$ cat config.mk
export PLATFORM = sky130hd
export DESIGN_NAME = pipeline_hazard_ctrl
export DESIGN_NICKNAME = d
export VERILOG_FILES = /design/src/rtl/pipe_ctrl_pkg.sv /design/src/rtl/hazard_detect.sv /design/src/rtl/pipeline_hazard_ctrl.sv
export SDC_FILE = /design/constraint.sdc
export NUM_CORES = 1
export LEC_CHECK = 0
export CAP_MARGIN = 30
export CORE_AREA = 2 2 64 66
export DETAILED_ROUTE_END_ITERATION = 10
export DIE_AREA = 0 0 66 68
export PLACE_DENSITY = 0.88
export SYNTH_ARGS = -nofsm -noshare
export SYNTH_HDL_FRONTEND = slang
export SYNTH_SLANG_ARGS = --single-unit
$ cat constraint.sdc
create_clock -name clk -period 3.19 [get_ports clk]
set_input_delay 0.638 -clock clk [delete_from_list [all_inputs] [get_ports clk]]
set_output_delay 0.638 -clock clk [all_outputs]
set_load 0.1 [all_outputs]
$ cat src/rtl/pipe_ctrl_pkg.sv
// Shared types and control-vector layout for the pipeline stall/flush controller.
// The bit positions are also consumed by the CPU top-level wiring.
package pipe_ctrl_pkg;

  typedef enum logic {
    RUN      = 1'b0,
    MEM_WAIT = 1'b1
  } ctrl_state_t;

  localparam logic [4:0] REG_ZERO = 5'd0;

  localparam int CTRL_W          = 9;
  localparam int CV_MEM_WB_CLR_N = 0;
  localparam int CV_MEM_WB_EN    = 1;
  localparam int CV_EX_MEM_CLR_N = 2;
  localparam int CV_EX_MEM_EN    = 3;
  localparam int CV_ID_EX_CLR_N  = 4;
  localparam int CV_ID_EX_EN     = 5;
  localparam int CV_IF_ID_CLR_N  = 6;
  localparam int CV_IF_ID_EN     = 7;
  localparam int CV_PC_EN        = 8;

  typedef logic [CTRL_W-1:0] ctrl_vec_t;

  // Free-running pipe: every register enabled, no clears.
  localparam ctrl_vec_t CV_RUN = '1;

endpackage

$ cat src/rtl/hazard_detect.sv
// Load-use hazard compare between the ID-stage sources and the EX-stage load.
// Purely combinational; shared with the forwarding unit.
module hazard_detect
  import pipe_ctrl_pkg::*;
(
  input  logic       ex_reg2reg,
  input  logic       ex_wreg,
  input  logic [4:0] ex_rd,
  input  logic [4:0] id_rs,
  input  logic [4:0] id_rt,
  input  logic       id_uses_rs,
  input  logic       id_uses_rt,
  output logic       load_use
);

  logic rs_hit;
  logic rt_hit;

  assign rs_hit   = id_uses_rs && (id_rs == ex_rd);
  assign rt_hit   = id_uses_rt && (id_rt == ex_rd);
  // r0 is hardwired to zero, so a load targeting it never creates a dependency.
  assign load_use = ex_reg2reg && ex_wreg && (ex_rd != REG_ZERO) && (rs_hit || rt_hit);

endmodule

$ cat src/rtl/pipeline_hazard_ctrl.sv
// Central stall/flush controller for the 5-stage pipeline.
//   state    | meaning
//   RUN      | pipe advancing; no data-memory access outstanding
//   MEM_WAIT | MEM-stage access pending; pipe frozen, wait counter running
module pipeline_hazard_ctrl
  import pipe_ctrl_pkg::*;
#(
  parameter int MEM_TIMEOUT = 64,
  parameter int CNT_W       = 16
) (
  input  logic             clk,
  input  logic             rst,
  input  logic [4:0]       id_rs,
  input  logic [4:0]       id_rt,
  input  logic             id_uses_rs,
  input  logic             id_uses_rt,
  input  logic             ex_wreg,
  input  logic             ex_reg2reg,
  input  logic [4:0]       ex_rd,
  input  logic             ex_branch_taken,
  input  logic             mem_wmem,
  input  logic             mem_reg2reg,
  input  logic             mem_ready,
  output logic             pc_en,
  output logic             if_id_en,
  output logic             if_id_clr_n,
  output logic             id_ex_en,
  output logic             id_ex_clr_n,
  output logic             ex_mem_en,
  output logic             ex_mem_clr_n,
  output logic             mem_wb_en,
  output logic             mem_wb_clr_n,
  output logic             mem_timeout,
  output logic [CNT_W-1:0] stall_cnt
);

  localparam int                WAIT_W   = $clog2(MEM_TIMEOUT + 1);
  localparam logic [WAIT_W-1:0] WAIT_MAX = WAIT_W'(MEM_TIMEOUT);

  ctrl_state_t       state_q, state_d;
  logic [WAIT_W-1:0] wait_cnt, wait_d;
  logic              mem_busy;
  logic              load_use;
  ctrl_vec_t         ctrl;

  assign mem_busy = (mem_wmem || mem_reg2reg) && !mem_ready;

  hazard_detect u_hazard_detect (
    .ex_reg2reg (ex_reg2reg),
    .ex_wreg    (ex_wreg),
    .ex_rd      (ex_rd),
    .id_rs      (id_rs),
    .id_rt      (id_rt),
    .id_uses_rs (id_uses_rs),
    .id_uses_rt (id_uses_rt),
    .load_use   (load_use)
  );

  always_ff @(posedge clk) begin
    if (rst) begin
      state_q     <= RUN;
      wait_cnt    <= '0;
      mem_timeout <= 1'b0;
      stall_cnt   <= '0;
    end else begin
      state_q  <= state_d;
      wait_cnt <= wait_d;
      if (wait_d == WAIT_MAX) mem_timeout <= 1'b1;
      if (!ctrl[CV_PC_EN] && (stall_cnt != '1)) stall_cnt <= stall_cnt + 1'b1;
    end
  end

  always_comb begin
    state_d = state_q;
    wait_d  = wait_cnt;
    case (state_q)
      RUN: begin
        if (mem_busy) begin
          state_d = MEM_WAIT;
          wait_d  = WAIT_W'(1);
        end
      end
      MEM_WAIT: begin
        if (mem_busy) begin
          if (wait_cnt != WAIT_MAX) wait_d = wait_cnt + 1'b1;
        end else begin
          state_d = RUN;
          wait_d  = '0;
        end
      end
      default: begin
        state_d = RUN;
        wait_d  = '0;
      end
    endcase
  end

  // Priority: reset > memory freeze > branch flush > load-use bubble.
  always_comb begin
    ctrl = CV_RUN;
    if (rst) begin
      ctrl[CV_PC_EN]        = 1'b0;
      ctrl[CV_IF_ID_CLR_N]  = 1'b0;
      ctrl[CV_ID_EX_CLR_N]  = 1'b0;
      ctrl[CV_EX_MEM_CLR_N] = 1'b0;
      ctrl[CV_MEM_WB_CLR_N] = 1'b0;
    end else if (mem_busy) begin
      // WB takes a bubble so the held MEM instruction is not written back twice.
      ctrl[CV_PC_EN]        = 1'b0;
      ctrl[CV_IF_ID_EN]     = 1'b0;
      ctrl[CV_ID_EX_EN]     = 1'b0;
      ctrl[CV_EX_MEM_EN]    = 1'b0;
      ctrl[CV_MEM_WB_CLR_N] = 1'b0;
    end else if (ex_branch_taken) begin
      ctrl[CV_IF_ID_CLR_N]  = 1'b0;
      ctrl[CV_ID_EX_CLR_N]  = 1'b0;
    end else if (load_use) begin
      ctrl[CV_PC_EN]        = 1'b0;
      ctrl[CV_IF_ID_EN]     = 1'b0;
      ctrl[CV_ID_EX_CLR_N]  = 1'b0;
    end
  end

  assign pc_en        = ctrl[CV_PC_EN];
  assign if_id_en     = ctrl[CV_IF_ID_EN];
  assign if_id_clr_n  = ctrl[CV_IF_ID_CLR_N];
  assign id_ex_en     = ctrl[CV_ID_EX_EN];
  assign id_ex_clr_n  = ctrl[CV_ID_EX_CLR_N];
  assign ex_mem_en    = ctrl[CV_EX_MEM_EN];
  assign ex_mem_clr_n = ctrl[CV_EX_MEM_CLR_N];
  assign mem_wb_en    = ctrl[CV_MEM_WB_EN];
  assign mem_wb_clr_n = ctrl[CV_MEM_WB_CLR_N];

endmodule

==> results.md <==
* Skew final at 0.004085 ns
* Die width at 66 um
* Hold path endpoint: mem_timeout
* Clock transition at path regs at 0.09 ns
* CTS Hold Bufs at 0
* Post-synth top cells: dfxtp_1, a21oi_1, nand2_1, nor2_1
* Grt met1 use at 24.02%
* Startpoint type of the worst setup path: input port
* Core Footprint at 0.003856 mm^2
* Final Critical Period at 3.025 ns
* Post-synthesis net count at 238
* Synthesized area at 0.001715 mm^2
* Min-Delay Path Class: reg -> reg
* Post-synth top area share at 29.18%
* Final Setup Violations at 0
* F_max at 330.6 MHz
* Worst IR drop on VDD at 0.2518 mV
* Worst Path Required at 2.55 ns
* Filler cell count in the final layout at 351
* DP Cell Count at 301
* Fin. Hold Viols at 0
* Initial DRC count at 98
* Count of pins over their slew limit at 0
* Cell at the slowest stage of the critical path: or4_1
* P per Cell Area at 316.8 mW/mm^2
* Ant diodes at 0
* Synthesized instance count at 210
* GRT Util Overall at 19.99%
* Number of enable flip-flop cells after synthesis at 0
* Die height at 68 um
* Ratio of cells with drive above 1 in the final layout at 21.57%
* CP max FO at 3
* Htree depth at 1
* Number of CTS-inserted buffers at 3
* Fin Setup TNS at 0 ns
* Met2 Use GR at 37.75%
* Non-Filler Instances at 305
* Initial core utilization at 44.48%
* CP endpoint kind: output port
* Nets@finish at 284
* Post-synth top flop: dfxtp_1
* Busiest grt layer: met2
* Reg2Reg Depth at 5
* Vias per cell at 5.692
* Hold path cells at 1
* DR vias at 1736
* Post_cts resized at 0
* Largest stage delay, worst path at 0.55 ns
* Worst-skew pair later-pin latency at 0.27 ns
* Die area at 0.004488 mm^2
* Row cnt at 23
* Dpl hpwl at 3320 um
* Most used cell, CP: nor2_1
* Routability-driven placement congestion ratio at 0.9471
* Yosys warns at 0
* Synth top area cells: dfxtp_1, a21oi_1, o31ai_1, or4_1, xnor2_1
* Ports at 51
* Grt ovf at 0
* Area Growth Syn to Fin at 34.06%
* Wirelength, routed at 4248 um
* Drt first pass iters at 5
* # port buffers at 49
* Hold slack final at 0.4745 ns
* Post-synthesis async set-or-reset flop share at 0%
* Wire length of the first global-routing pass at 7155 um
* Flop2flop setup slack at 0.99 ns
* Met3 usage at 2.961%
* Sequential share of the synthesized area at 29.18%
* RSZ-0062 raised after global routing: false
* CTS root buf: clkbuf_8
* Clock Sinks at 25
* Status: complete, no violations
* Reg2Reg Launch Point: stall_cnt[0]
* Slew margin rel. at 55.88%
* Vias in the first global route at 1621
* Number of remaining DRC errors at 0
* Period utilisation layout at 94.82%
* Max Cap Viol at 0
* Count leader, synth: dfxtp_1
* Crit Path Class: in -> out
* Worst hold path startpoint: mem_timeout
* Max clock buf depth at 2
* Worst path top cell family by delay: simple AND/OR/NAND/NOR gates
* Reg-to-reg endpoint: stall_cnt[12]
* ANT nets after route at 0
* Setup bufs post-CTS at 0
* Top cell type by total area after synthesis: dfxtp_1
* Pleak at 0.8096 nW
* Post-synth cell types at 53
* Largest net degree at the start of global routing at 25
* Mean Syn Cell Area at 8.169 um^2
* WP data arrival at 2.39 ns
* Antenna violations before repair at 0
* Crit path cell chain: clkdlybuf4s50_1, or4_1, nor2_2, nor2_1, nand2_1, nor2_1, o21ai_2, buf_12
* Bufs and invs on worst path at 2
* #FFs+latches synth at 25
* Worst-Margin Slew at 0.6618 ns
* CTS tree: built
* Wire length per cell at 13.93 um
[cell type report]
type | count | area, um^2 | share of cell area [%]
well taps | 50 | 62.56 | 2.720
repair buffers | 54 | 565.5 | 24.59
flip-flops and latches | 25 | 500.5 | 21.76
inverters | 7 | 26.28 | 1.143
clock inverters | 1 | 5.005 | 0.2176
multi-input cells | 165 | 1099 | 47.77
clock buffers | 3 | 41.29 | 1.795
[worst reg2reg max path, cell delays in order, from the launching register on]
cell	delay (ns)
dfxtp_1	0.44
ha_1	0.30
and3_1	0.28
and3_1	0.62
nor4b_2	0.14
mux2_4	0.32
[metrics by stage]
stage / utilization (%) / cell area (um^2) / setup slack [ns] / power, W
6_report: 59.64 / 2300 / 0.1651 / 0.0007285
2_1_floorplan: - / 1723 / -0.06501 / 0.0004698
3_3_place_gp: 58.44 / 2253 / 0.1998 / 0.0005415
4_1_cts: 59.64 / 2300 / 0.1507 / 0.0007368
5_1_grt: 59.64 / 2300 / 0.05980 / 0.0007567
3_5_place_dp: 58.44 / 2253 / 0.1528 / 0.0005458
[flip-flops by register name, summed over array words and instances (netlist names)]
register,cells
stall_cnt,16
mem_timeout,1
wait_cnt,7
state_q,1
[routing by layer]
metal	share of wire [%]	wire length [um]	vias up
met5	0	0	-
met4	0.64	27	0
met3	3.9	165	3
met2	51	2185	45
met1	44	1871	818
li1	-	-	870
[placed cells by master, fill, tap and decap left out, types with 7 or more instances in the layout]
cell type         n
dfxtp_1          25
clkdlybuf4s50_1  24
buf_4            22
a21oi_1          20
nand2_1          16
nor2_1           15
or4_1            12
o31ai_1          12
xnor2_1          10
nand3_1          10
o21ai_0           8
buf_12            8
inv_1             7
[power breakdown]
| part | total (W) | switching (W) | internal, W |
|---|---|---|---|
| registers | 0.000325 | 0.00000836 | 0.000317 |
| logic | 0.000214 | 0.000130 | 0.0000836 |
| clock network | 0.000190 | 0.000102 | 0.0000874 |
| total | 0.000729 | 0.000241 | 0.000488 |
[cells by family after synthesis]
family / count (synthesis) / share of synthesized area (%)
other cells: 1 / 0.2186
fa+ha+maj: 3 / 2.188
mux: 2 / 1.751
simple gates: 86 / 29.54
buf+inv: 20 / 7.221
flops: 25 / 29.18
xor+xnor: 10 / 5.106
compound gates: 63 / 24.80
[worst max-delay path by stage]
stage,startpoint,endpoint,slack (ns),depth (start not counted)
after floorplan,mem_ready,id_ex_clr_n,-0.07,3
after global placement,ex_rd[1],if_id_en,0.20,8
after detailed placement,ex_rd[1],if_id_en,0.15,8
after CTS,ex_rd[1],if_id_en,0.15,8
after global routing,ex_rd[1],if_id_en,0.06,8
final,ex_rd[1],if_id_en,0.17,8
No activity file was read; power rests on OpenSTA's default activity.
